[config.mk]
export PLATFORM = sky130hd
export DESIGN_NAME = param_datapath
export DESIGN_NICKNAME = d
export VERILOG_FILES = /design/src/rtl/dp_pkg.sv /design/src/rtl/dp_regfile.sv /design/src/rtl/param_datapath.sv
export SDC_FILE = /design/constraint.sdc
export NUM_CORES = 1
export LEC_CHECK = 0
export CORE_UTILIZATION = 44
export CTS_BUF_LIST = sky130_fd_sc_hd__clkbuf_4 sky130_fd_sc_hd__clkbuf_8
export DETAILED_ROUTE_END_ITERATION = 12
export GPL_ROUTABILITY_DRIVEN = 1
export MAX_ROUTING_LAYER = met4
export PLACE_DENSITY = 0.75
export SYNTH_ARGS = -nofsm -noshare
export SYNTH_HDL_FRONTEND = slang
export SYNTH_HIERARCHICAL = 1
export SYNTH_SLANG_ARGS = --single-unit
export TNS_END_PERCENT = 20
[constraint.sdc]
create_clock -name Clk -period 18.1 [get_ports Clk]
set_input_delay 3.62 -clock Clk [delete_from_list [all_inputs] [get_ports Clk]]
set_output_delay 3.62 -clock Clk [all_outputs]
set_load 0.01 [all_outputs]
[src/rtl/dp_pkg.sv]
// Shared encodings for the parameterised datapath: mux selects, ALU ops,
// memory FSM states and the bit positions inside the Ld and Gate vectors.
package dp_pkg;

  typedef enum logic [1:0] {ALUK_ADD, ALUK_AND, ALUK_NOT, ALUK_PASS} aluk_e;
  typedef enum logic [1:0] {PCMUX_INC, PCMUX_BUS, PCMUX_MARMUX, PCMUX_HOLD} pcmux_e;
  typedef enum logic [1:0] {ADDR2_ZERO, ADDR2_OFF6, ADDR2_OFF9, ADDR2_OFF11} addr2mux_e;
  typedef enum logic [1:0] {MEM_IDLE, MEM_READ, MEM_WRITE} mem_state_e;

  localparam int LD_PC  = 6;
  localparam int LD_IR  = 5;
  localparam int LD_MAR = 4;
  localparam int LD_MDR = 3;
  localparam int LD_REG = 2;
  localparam int LD_CC  = 1;
  localparam int LD_BEN = 0;

  localparam int GATE_PC     = 3;
  localparam int GATE_MDR    = 2;
  localparam int GATE_ALU    = 1;
  localparam int GATE_MARMUX = 0;

  // True when more than one bus driver is enabled.
  function automatic logic multi_hot4(input logic [3:0] g);
    return (g & (g - 4'd1)) != 4'd0;
  endfunction

endpackage

[src/rtl/dp_regfile.sv]
// Eight-entry general purpose register file: one synchronous write port,
// two combinational read ports.
module dp_regfile #(
  parameter int WIDTH = 16
) (
  input  logic             clk,
  input  logic             srst,
  input  logic             we,
  input  logic [2:0]       waddr,
  input  logic [WIDTH-1:0] wdata,
  input  logic [2:0]       raddr_a,
  output logic [WIDTH-1:0] rdata_a,
  input  logic [2:0]       raddr_b,
  output logic [WIDTH-1:0] rdata_b
);

  logic [WIDTH-1:0] regs [8];

  generate
    for (genvar gi = 0; gi < 8; gi++) begin : g_reg
      logic [WIDTH-1:0] r_reg;
      always_ff @(posedge clk) begin
        if (srst) begin
          r_reg <= '0;
        end else if (we && (waddr == 3'(gi))) begin
          r_reg <= wdata;
        end
      end
      assign regs[gi] = r_reg;
    end
  endgenerate

  assign rdata_a = regs[raddr_a];
  assign rdata_b = regs[raddr_b];

endmodule

[src/rtl/param_datapath.sv]
// Bus-based datapath: PC/IR/MAR/MDR, register file, ALU, address adder,
// condition codes and a handshaked memory FSM with a timeout watchdog.
module param_datapath
  import dp_pkg::*;
#(
  parameter int               WIDTH   = 16,
  parameter logic [WIDTH-1:0] PC_INIT = '0,
  parameter int               TIMEOUT = 255
) (
  input  logic             Clk,
  input  logic             Reset,
  input  logic [6:0]       Ld,
  input  logic [3:0]       Gate,
  input  logic [1:0]       PCMUX,
  input  logic             ADDR1MUX,
  input  logic [1:0]       ADDR2MUX,
  input  logic             DRMUX,
  input  logic             SR1MUX,
  input  logic             SR2MUX,
  input  logic [1:0]       ALUK,
  input  logic             MIO_EN,
  input  logic             MEM_WE,
  input  logic             Mem_Rdy,
  input  logic [WIDTH-1:0] Mem_Rdata,
  output logic [WIDTH-1:0] PC,
  output logic [WIDTH-1:0] IR,
  output logic [WIDTH-1:0] MAR,
  output logic [WIDTH-1:0] MDR,
  output logic [WIDTH-1:0] Mem_Wdata,
  output logic             Mem_Rd,
  output logic             Mem_Wr,
  output logic             Busy,
  output logic             Mem_Err,
  output logic             BEN,
  output logic             Bus_Err,
  output logic [WIDTH-1:0] Bus
);

  localparam int CW = (TIMEOUT < 2) ? 1 : $clog2(TIMEOUT);

  logic [WIDTH-1:0] pc_reg, ir_reg, mar_reg, mdr_reg;
  logic             n_reg, z_reg, p_reg, ben_reg, mem_err_reg;
  mem_state_e       state_reg, state_next;
  logic [CW-1:0]    cnt_reg;
  logic             timeout_hit;

  logic [WIDTH-1:0] bus, alu_out, marmux_out, addr1, addr2, alu_b;
  logic [WIDTH-1:0] sr1_val, sr2_val;
  logic [2:0]       dr_sel, sr1_sel;
  logic             busy, read_done;

  assign dr_sel  = DRMUX  ? 3'd7 : ir_reg[11:9];
  assign sr1_sel = SR1MUX ? ir_reg[8:6] : ir_reg[11:9];

  dp_regfile #(.WIDTH(WIDTH)) u_regfile (
    .clk     (Clk),
    .srst    (Reset),
    .we      (Ld[LD_REG]),
    .waddr   (dr_sel),
    .wdata   (bus),
    .raddr_a (sr1_sel),
    .rdata_a (sr1_val),
    .raddr_b (ir_reg[2:0]),
    .rdata_b (sr2_val)
  );

  always_comb begin
    alu_b = SR2MUX ? {{(WIDTH-5){ir_reg[4]}}, ir_reg[4:0]} : sr2_val;
    case (aluk_e'(ALUK))
      ALUK_ADD: alu_out = sr1_val + alu_b;
      ALUK_AND: alu_out = sr1_val & alu_b;
      ALUK_NOT: alu_out = ~sr1_val;
      default:  alu_out = sr1_val;
    endcase
  end

  always_comb begin
    addr1 = ADDR1MUX ? sr1_val : pc_reg;
    case (addr2mux_e'(ADDR2MUX))
      ADDR2_OFF6:  addr2 = {{(WIDTH-6){ir_reg[5]}},   ir_reg[5:0]};
      ADDR2_OFF9:  addr2 = {{(WIDTH-9){ir_reg[8]}},   ir_reg[8:0]};
      ADDR2_OFF11: addr2 = {{(WIDTH-11){ir_reg[10]}}, ir_reg[10:0]};
      default:     addr2 = '0;
    endcase
    marmux_out = addr1 + addr2;
  end

  // Any gate pattern that is not exactly one-hot leaves the bus at zero.
  always_comb begin
    case (Gate)
      4'b1000: bus = pc_reg;
      4'b0100: bus = mdr_reg;
      4'b0010: bus = alu_out;
      4'b0001: bus = marmux_out;
      default: bus = '0;
    endcase
  end

  // Memory FSM: state register, next-state logic, outputs.
  always_ff @(posedge Clk) begin
    if (Reset) begin
      state_reg <= MEM_IDLE;
      cnt_reg   <= '0;
    end else begin
      state_reg <= state_next;
      cnt_reg   <= (state_reg == MEM_IDLE || state_next == MEM_IDLE) ? '0 : cnt_reg + CW'(1);
    end
  end

  always_comb begin
    state_next  = state_reg;
    timeout_hit = 1'b0;
    case (state_reg)
      MEM_IDLE: begin
        if (Ld[LD_MDR] && MIO_EN) state_next = MEM_READ;
        else if (MEM_WE)          state_next = MEM_WRITE;
      end
      MEM_READ, MEM_WRITE: begin
        if (Mem_Rdy) begin
          state_next = MEM_IDLE;
        end else if (cnt_reg == CW'(TIMEOUT - 1)) begin
          state_next  = MEM_IDLE;
          timeout_hit = 1'b1;
        end
      end
      default: state_next = MEM_IDLE;
    endcase
  end

  always_comb begin
    Mem_Rd    = (state_reg == MEM_READ);
    Mem_Wr    = (state_reg == MEM_WRITE);
    busy      = (state_reg != MEM_IDLE);
    read_done = (state_reg == MEM_READ) && Mem_Rdy;
  end

  always_ff @(posedge Clk) begin
    if (Reset) begin
      pc_reg      <= PC_INIT;
      ir_reg      <= '0;
      mar_reg     <= '0;
      mdr_reg     <= '0;
      n_reg       <= 1'b0;
      z_reg       <= 1'b1;
      p_reg       <= 1'b0;
      ben_reg     <= 1'b0;
      mem_err_reg <= 1'b0;
    end else begin
      if (Ld[LD_PC]) begin
        case (pcmux_e'(PCMUX))
          PCMUX_INC:    pc_reg <= pc_reg + WIDTH'(1);
          PCMUX_BUS:    pc_reg <= bus;
          PCMUX_MARMUX: pc_reg <= marmux_out;
          default:      pc_reg <= pc_reg;
        endcase
      end
      if (Ld[LD_IR]) ir_reg <= bus;
      if (Ld[LD_MAR] && !busy) mar_reg <= bus;
      if (read_done) begin
        mdr_reg <= Mem_Rdata;
      end else if (Ld[LD_MDR] && !MIO_EN && !busy) begin
        mdr_reg <= bus;
      end
      if (Ld[LD_CC]) begin
        n_reg <= bus[WIDTH-1];
        z_reg <= (bus == '0);
        p_reg <= !bus[WIDTH-1] && (bus != '0);
      end
      if (Ld[LD_BEN]) ben_reg <= |(ir_reg[11:9] & {n_reg, z_reg, p_reg});
      if (timeout_hit) mem_err_reg <= 1'b1;
    end
  end

  assign PC        = pc_reg;
  assign IR        = ir_reg;
  assign MAR       = mar_reg;
  assign MDR       = mdr_reg;
  assign Mem_Wdata = mdr_reg;
  assign Busy      = busy;
  assign Mem_Err   = mem_err_reg;
  assign BEN       = ben_reg;
  assign Bus_Err   = multi_hot4(Gate);
  assign Bus       = bus;

endmodule

==> results_tabular.tex, run 1 <==
\begin{tabular}{lr}
\hline
Metric & Value \\
\hline
\multicolumn{2}{l}{\textbf{Run status}} \\
\quad Run status & complete, no violations \\
\multicolumn{2}{l}{\textbf{Global route}} \\
\quad GRT Util Overall & 0.286 \\
\quad Global-route wire length before repair & roughly 67000 microns \\
\quad Pin count of the biggest net entering global routing & roughly 130 \\
\quad Initial antenna violation count & 1 \\
\quad Vias in the first global route & around 12000 \\
\quad Total global routing overflow & 0 \\
\multicolumn{2}{l}{\textbf{Detailed routing}} \\
\quad Wire length after detailed routing & 44100 microns \\
\quad Number of iterations in the first detailed-routing pass & 6 \\
\quad Via count & roughly 12000 \\
\quad Detailed-route wire length per cell & 21.6 microns \\
\quad Remaining design rule violation count & 0 \\
\quad Number of antenna-violating nets in the routed design & 0 \\
\quad Number of design-rule violations left by the first detailed-router iteration & 1438 \\
\quad Vias/cell & slightly above 6 \\
\multicolumn{2}{l}{\textbf{Cells and area}} \\
\quad Final nets & 1705 \\
\quad Top library cells by usage in the layout, fill and taps aside & sky130\_fd\_sc\_hd\_\_nand2\_1, sky130\_fd\_sc\_hd\_\_dfxtp\_1, sky130\_fd\_sc\_hd\_\_a21oi\_1 \\
\quad Leading cell type in the layout, fill and taps excluded & sky130\_fd\_sc\_hd\_\_nand2\_1 \\
\quad Synthesis-to-finish area growth & 14.1\% \\
\quad Max reg flops & between 100 and 150 \\
\quad Proportion of layout cells with a drive suffix above 1 & 0.112 \\
\multicolumn{2}{l}{\textbf{Placement}} \\
\quad I/O Buffers & approximately 140 \\
\quad Total half-perimeter wirelength after legalization and detailed placement & slightly above 30000 microns \\
\quad Global placement routability congestion & 0.962 \\
\multicolumn{2}{l}{\textbf{Critical path}} \\
\quad Required time at the worst-slack endpoint & between 10 and 15 ns \\
\quad Largest fanout on the critical path & 32 \\
\quad Crit path kind & primary input to output pin \\
\quad Arrival time of the worst setup path & slightly above 10 ns \\
\quad Setup crit start kind & primary input \\
\quad Cell-by-cell trace of the critical path & clkdlybuf4s50\_1, mux2\_2, mux4\_1, mux2\_2, mux2\_2, ha\_1, fa\_1, a21o\_1, a2bb2oi\_1, a21oi\_1, a221oi\_2, nand4\_1, and4\_1, nor3\_2, nor2\_1, inv\_1, clkdlybuf4s50\_1 \\
\quad CP dominant cell by count & sky130\_fd\_sc\_hd\_\_mux2\_2 \\
\quad Top cell family by delay on the critical path & multiplexers \\
\quad CP endpoint kind & output pin \\
\quad Crit path buffers/inverters & 3 \\
\quad Slowest cell on the critical path & sky130\_fd\_sc\_hd\_\_mux2\_2 \\
\quad Delay of the slowest cell on the worst path & around 0.9 ns \\
\multicolumn{2}{l}{\textbf{Synthesis}} \\
\quad Yosys top cell by area & sky130\_fd\_sc\_hd\_\_dfxtp\_1 \\
\quad Number of synthesis warnings & 6 \\
\quad Sequential element share of the synthesized area & 0.305 \\
\quad Post-Synthesis Mean Instance Area & about 8.6 sq um \\
\quad Area share of the largest cell type after synthesis & 0.305 \\
\quad Number of synthesized flops with an enable pin & 0 \\
\quad Fraction of synthesis flops using an asynchronous set or reset pin & 0 \\
\quad Dominant cells by area after synthesis & sky130\_fd\_sc\_hd\_\_dfxtp\_1, sky130\_fd\_sc\_hd\_\_mux4\_1, sky130\_fd\_sc\_hd\_\_nand2\_1 \\
\quad Mapped Cells & 1582 \\
\quad Post-Syn Area & about 0.014 sq mm \\
\quad FF+latch count, synth & between 200 and 250 \\
\quad Number of distinct library cell variants in the gate-level netlist after synthesis & between 80 and 90 \\
\quad Net Count, Synth & 1665 \\
\quad Predominant post-synthesis flop cell & sky130\_fd\_sc\_hd\_\_dfxtp\_1 \\
\multicolumn{2}{l}{\textbf{STA}} \\
\quad Max-Slew Margin vs Limit & 0.143 \\
\quad Unrepaired setup endpoints after global routing & false \\
\quad Summed negative setup slack over all endpoints & 0 ns \\
\quad Pin slew with the least headroom to its limit & between 1 and 1.5 ns \\
\quad Fmax & 73.0 MHz \\
\quad Worst Hold Slack & 0.462 ns \\
\quad Final number of hold-violating endpoints & 0 \\
\quad Minimum period implied by the final worst setup slack & about 14 ns \\
\quad Post-Route Skew & $\sim$0.017 ns \\
\quad Crit share post-route & 0.757 \\
\quad Number of slew-limit violations in the final report & 0 \\
\quad Finish-stage setup viols & 0 \\
\multicolumn{2}{l}{\textbf{CTS}} \\
\quad Insertion delay of the later-clocked pin in the worst-skew pair & 0.55 ns \\
\quad Clock tree root driver cell & sky130\_fd\_sc\_hd\_\_clkbuf\_8 \\
\quad TritonCTS clock tree & built \\
\quad Number of levels the H-tree was split into & 2 \\
\quad CTS sink count & between 200 and 250 \\
\quad Register clock-pin slew on the reported worst setup and hold paths & $\sim$0.060 ns \\
\quad Maximum clock path buffer count & 3 \\
\quad Cts bufs inserted & 36 \\
\quad Setup bufs post-CTS & 0 \\
\quad Post-CTS Resized & 0 \\
\quad CTS Hold Buffers Added & 0 \\
\multicolumn{2}{l}{\textbf{Min path}} \\
\quad Min-delay worst type & register to register \\
\multicolumn{2}{l}{\textbf{Die}} \\
\quad Total I/O pin count & about 140 \\
\quad Die Width & between 150 and 200 microns \\
\quad Total core area & $\sim$0.030 sq mm \\
\quad Standard-cell row count & 63 \\
\quad Initial core utilization & 0.453 \\
\quad Area of the die & around 0.032 sq mm \\
\quad Floorplan die height & 178 microns \\
\multicolumn{2}{l}{\textbf{Power and ir drop}} \\
\quad Pleak & between 5 and 6 nW \\
\quad Peak supply drop & between 70 and 80 uV \\
\quad Power per standard cell area & 72.4 mW/mm\^{}2 \\
\multicolumn{2}{l}{\textbf{Job}} \\
\quad Max-capacitance violation count & 0 \\
\hline
\end{tabular}
==> metrics by stage <==
stage | util | cell area, sq um | total power (W) | instances | setup slack (ns)
2_1_floorplan | - | 13600 | 0.000604 | 1582 | 6.97
3_3_place_gp | 0.491 | 14700 | 0.000666 | 1974 | 4.63
3_5_place_dp | 0.491 | 14700 | 0.000669 | 1974 | 4.53
4_1_cts | 0.517 | 15500 | 0.00113 | 2039 | 4.51
5_1_grt | 0.517 | 15500 | 0.00116 | 2040 | 4.22
6_report | 0.517 | 15500 | 0.00112 | 2040 | 4.39
==> final timing paths <==
check / startpoint / endpoint / slack [ns] / depth (start not counted)
hold reg to reg: u_regfile/g_reg[4].r_reg[6] / u_regfile/g_reg[4].r_reg[6] / 0.46 / 2
hold / removal: u_regfile/g_reg[4].r_reg[6] / u_regfile/g_reg[4].r_reg[6] / 0.46 / 2
setup reg to reg: IR[9] / z_reg / 11.45 / 16
setup / recovery: SR1MUX / Bus[14] / 4.39 / 17
==> worst register-to-register path, cell delays in order, from the launching register on <==
cell	delay [ns]
sky130_fd_sc_hd__dfxtp_1	0.48
sky130_fd_sc_hd__mux2_2	0.86
sky130_fd_sc_hd__mux4_1	0.66
sky130_fd_sc_hd__mux2_2	0.33
sky130_fd_sc_hd__mux2_2	0.28
sky130_fd_sc_hd__ha_1	0.23
sky130_fd_sc_hd__fa_1	0.47
sky130_fd_sc_hd__a21o_1	0.19
sky130_fd_sc_hd__a2bb2oi_1	0.32
sky130_fd_sc_hd__a21oi_1	0.20
sky130_fd_sc_hd__xor2_1	0.22
sky130_fd_sc_hd__a221oi_1	0.71
sky130_fd_sc_hd__inv_2	0.31
sky130_fd_sc_hd__nor4_1	0.26
sky130_fd_sc_hd__nand4_1	0.15
sky130_fd_sc_hd__nor4_2	0.71
sky130_fd_sc_hd__a31o_1	0.23
==> Yosys cell counts, drive strengths merged (4+ instances only) <==
cell / n
nand2: 307
nand4b: 4
xor2: 12
mux2: 52
inv: 47
and4: 4
or3: 7
a221oi: 15
o21a: 5
buf: 75
nand2b: 6
nor3: 18
a31oi: 10
xnor2: 28
o211ai: 5
and2: 8
and3: 6
ha: 39
o21ai: 55
nand4: 11
mux2i: 13
nor2: 111
a22oi: 25
clkbuf: 79
nor4b: 5
nor4: 6
a21oi: 186
nand3: 20
a222oi: 4
a21o: 11
dfxtp: 207
nand3b: 11
nor2b: 13
a211oi: 58
or2: 5
mux4: 64
==> metal layers <==
layer  wire (microns)  share of wire  vias up  GRT usage
met2            20200           0.46      634      0.451
met4             1710          0.039        0      0.112
met3             3910          0.089      116     0.0332
li1                 -              -     5791          -
met5                0              0        -          -
met1            18300           0.41     5881      0.375
==> layout make-up <==
type                    count  area (sq um)
fillers                  2731         14500
flip-flops and latches    207          4150
clock buffers              59           724
clock inverters             6          53.8
multi-input cells        1174          8390
well taps                 390           488
inverters                  47           176
diodes                      1          2.50
repair buffers            156          1530
==> kinds of logic (layout without fill, tap and decap cells) <==
family	after synthesis	in the layout	synth area share
adders and majority gates	42	42	0.0396
other	0	1	0
DFF	207	207	0.305
muxes	129	129	0.174
AOI/OAI and AO/OA	404	404	0.189
xor gates and xnor gates	40	40	0.0258
buffers and inverters	201	268	0.0793
and+or+nand+nor	559	559	0.188
==> power by group <==
part	internal, W	switching (W)
combinational	0.0000737	0.000103
sequential	0.000468	0.0000177
clock	0.000257	0.000204
total	0.000799	0.000325
Note: power is estimated with default switching activity, not from simulation.
==> inputs of run 2 (changes only) <==
--- a/config.mk
+++ b/config.mk
@@ -10,7 +10,7 @@
 export DETAILED_ROUTE_END_ITERATION = 12
 export GPL_ROUTABILITY_DRIVEN = 1
 export MAX_ROUTING_LAYER = met4
-export PLACE_DENSITY = 0.75
+export PLACE_DENSITY = 0.77
 export SYNTH_ARGS = -nofsm -noshare
 export SYNTH_HDL_FRONTEND = slang
 export SYNTH_HIERARCHICAL = 1
==> constraint.sdc (replaced) <==
create_clock -name Clk -period 11.49 [get_ports Clk]
set_input_delay 2.298 -clock Clk [delete_from_list [all_inputs] [get_ports Clk]]
set_output_delay 2.298 -clock Clk [all_outputs]
set_load 0.01 [all_outputs]
==> results_tabular.tex, run 2 (synthesis results as in run 1) <==
\begin{tabular}{lr}
\hline
Metric & Value \\
\hline
\multicolumn{2}{l}{\textbf{Detailed routing}} \\
\quad Remaining design rule violation count & 0 \\
\quad Number of design-rule violations left by the first detailed-router iteration & 1537 \\
\quad Number of iterations in the first detailed-routing pass & 6 \\
\quad Vias/cell & approximately 6.2 \\
\quad Detailed-route wire length per cell & approximately 23 microns \\
\quad Via count & between 10000 and 15000 \\
\quad Wire length after detailed routing & approximately 46000 microns \\
\quad Number of antenna-violating nets in the routed design & 0 \\
\multicolumn{2}{l}{\textbf{Global route}} \\
\quad Total global routing overflow & 0 \\
\quad Vias in the first global route & about 12000 \\
\quad Global-route wire length before repair & 69000 microns \\
\quad GRT Util Overall & 0.297 \\
\quad Pin count of the biggest net entering global routing & 116 \\
\quad Initial antenna violation count & 1 \\
\multicolumn{2}{l}{\textbf{STA}} \\
\quad Setup WS post-layout & a little over 0.9 ns \\
\quad Post-Route Skew & about 0.018 ns \\
\quad Finish-stage setup viols & 0 \\
\quad Number of slew-limit violations in the final report & 0 \\
\quad Final number of hold-violating endpoints & 0 \\
\quad Minimum period implied by the final worst setup slack & 10.57 ns \\
\quad Unrepaired setup endpoints after global routing & false \\
\quad Worst Hold Slack & 0.463 ns \\
\quad Summed negative setup slack over all endpoints & 0 ns \\
\quad Crit share post-route & 0.920 \\
\quad Max-Slew Margin vs Limit & 0.189 \\
\quad Pin slew with the least headroom to its limit & between 1 and 1.5 ns \\
\quad Fmax & 94.6 MHz \\
\multicolumn{2}{l}{\textbf{Critical path}} \\
\quad Crit path buffers/inverters & 4 \\
\quad Largest fanout on the critical path & 21 \\
\quad Reg-to-reg critical path startpoint & IR[11] \\
\quad Crit path kind & primary input to output pin \\
\quad Top cell family by delay on the critical path & buffers and inverters \\
\quad Register-to-Register Path Depth & 17 \\
\quad Setup crit start kind & primary input \\
\quad Required time at the worst-slack endpoint & $\sim$9 ns \\
\quad Worst reg2reg endpoint & z\_reg \\
\quad Worst setup slack for register-to-register paths & between 5 and 6 ns \\
\quad Arrival time of the worst setup path & $\sim$8.3 ns \\
\quad Cell-by-cell trace of the critical path & clkdlybuf4s50\_1, mux2\_2, buf\_4, mux4\_1, mux2\_2, nand2\_1, o21ai\_0, ha\_1, a21oi\_1, a2bb2oi\_1, a21oi\_1, a221oi\_2, nand4\_1, and4\_1, nor3\_2, nor2\_1, inv\_1, clkdlybuf4s50\_1 \\
\quad Delay of the slowest cell on the worst path & 0.61 ns \\
\quad Slowest cell on the critical path & sky130\_fd\_sc\_hd\_\_clkdlybuf4s50\_1 \\
\quad CP endpoint kind & output pin \\
\multicolumn{2}{l}{\textbf{Cells and area}} \\
\quad Leading cell type in the layout, fill and taps excluded & sky130\_fd\_sc\_hd\_\_nand2\_1 \\
\quad Synthesis-to-finish area growth & 14.3\% \\
\quad Final nets & 1712 \\
\quad Proportion of layout cells with a drive suffix above 1 & 0.115 \\
\quad Post-layout util & 0.517 \\
\quad Top library cells by usage in the layout, fill and taps aside & sky130\_fd\_sc\_hd\_\_nand2\_1, sky130\_fd\_sc\_hd\_\_dfxtp\_1, sky130\_fd\_sc\_hd\_\_a21oi\_1 \\
\quad Max reg flops & 128 \\
\multicolumn{2}{l}{\textbf{Min path}} \\
\quad Hold Path Origin & u\_regfile/g\_reg[0].r\_reg[10] \\
\quad Min-Delay Path Depth & 2 \\
\quad Worst hold endpoint & u\_regfile/g\_reg[0].r\_reg[10] \\
\quad Min-delay worst type & register to register \\
\multicolumn{2}{l}{\textbf{Placement}} \\
\quad I/O Buffers & 143 \\
\quad Total half-perimeter wirelength after legalization and detailed placement & 31900 microns \\
\quad Post-place setup slack & about 1.0 ns \\
\quad Global placement routability congestion & $\sim$0.94 \\
\multicolumn{2}{l}{\textbf{CTS}} \\
\quad Number of levels the H-tree was split into & 2 \\
\quad Post-CTS Resized & 0 \\
\quad CTS Hold Buffers Added & 0 \\
\quad TritonCTS clock tree & built \\
\quad Cts bufs inserted & 35 \\
\quad Maximum clock path buffer count & 3 \\
\quad Register clock-pin slew on the reported worst setup and hold paths & around 0.06 ns \\
\quad Clock tree root driver cell & sky130\_fd\_sc\_hd\_\_clkbuf\_8 \\
\quad Setup bufs post-CTS & 0 \\
\quad Insertion delay of the later-clocked pin in the worst-skew pair & $\sim$0.54 ns \\
\quad CTS sink count & approximately 210 \\
\multicolumn{2}{l}{\textbf{Die}} \\
\quad Total core area & 0.0300 sq mm \\
\quad Total I/O pin count & 144 \\
\quad Die Width & about 180 microns \\
\quad Initial core utilization & 0.453 \\
\quad Floorplan die height & between 150 and 200 microns \\
\quad Standard-cell row count & 63 \\
\quad Area of the die & roughly 0.032 sq mm \\
\multicolumn{2}{l}{\textbf{Power and ir drop}} \\
\quad Power per standard cell area & 113 mW/mm\^{}2 \\
\quad Pleak & 5.77 nW \\
\quad Peak supply drop & 72.0 uV \\
\multicolumn{2}{l}{\textbf{Job}} \\
\quad Max-capacitance violation count & 0 \\
\multicolumn{2}{l}{\textbf{Run status}} \\
\quad Run status & complete, no violations \\
\hline
\end{tabular}
[run 2: worst reg2reg max path, stage by stage (launching register included)]
cell and delay [ns]:
sky130_fd_sc_hd__dfxtp_1 0.49, sky130_fd_sc_hd__mux2_2 0.45, sky130_fd_sc_hd__buf_4 0.41, sky130_fd_sc_hd__mux4_1 0.59, sky130_fd_sc_hd__mux2_2 0.32, sky130_fd_sc_hd__nand2_1 0.07
sky130_fd_sc_hd__o21ai_0 0.08, sky130_fd_sc_hd__ha_1 0.37, sky130_fd_sc_hd__a21oi_1 0.28, sky130_fd_sc_hd__a2bb2oi_1 0.36, sky130_fd_sc_hd__a21oi_1 0.20, sky130_fd_sc_hd__xor2_1 0.23
sky130_fd_sc_hd__a221oi_1 0.77, sky130_fd_sc_hd__inv_2 0.34, sky130_fd_sc_hd__nor4_1 0.28, sky130_fd_sc_hd__nand4_1 0.15, sky130_fd_sc_hd__nor4_2 0.68, sky130_fd_sc_hd__a31o_1 0.23
[run 2: worst max path at each step]
stage | endpoint | cells after the start | slack, ns | from
floorplan | Bus[14] | 17 | 3.01 | SR1MUX
global placement | Bus[14] | 18 | 1.07 | SR1MUX
detailed placement | Bus[14] | 18 | 1.02 | SR1MUX
CTS | Bus[14] | 18 | 1.01 | SR1MUX
global route | Bus[14] | 18 | 0.64 | SR1MUX
finish | Bus[14] | 18 | 0.92 | SR1MUX
[run 2: power by group]
group | total, W | internal (W) | switching, W
registers | 0.000766 | 0.000737 | 0.0000283
logic | 0.000285 | 0.000117 | 0.000168
clock network | 0.000701 | 0.000393 | 0.000308
[run 2: routing by layer]
metal	share of wire	GRT usage	vias up
met3	0.087	0.0514	152
met4	0.043	0.131	0
li1	-	-	5800
met1	0.41	0.373	6041
met5	0	-	-
met2	0.46	0.467	707
[run 2: per-stage QoR]
| stage | instances | power [W] | instance area, sq um |
|---|---|---|---|
| 6_report | 2046 | 0.00175 | 15500 |
| 5_1_grt | 2046 | 0.00181 | 15500 |
| 4_1_cts | 2045 | 0.00175 | 15500 |
| 3_5_place_dp | 1982 | 0.00106 | 14800 |
| 3_3_place_gp | 1982 | 0.00106 | 14800 |
| 2_1_floorplan | 1582 | 0.000951 | 13600 |
[run 2: layout make-up]
class / count / area, sq um
repair buffers: 164 / 1590
multi-input cells: 1174 / 8390
flip-flops and latches: 207 / 4150
clock inverters: 8 / 85.1
inverters: 47 / 176
fillers: 2691 / 14500
well taps: 390 / 488
clock buffers: 55 / 663
diodes: 1 / 2.50
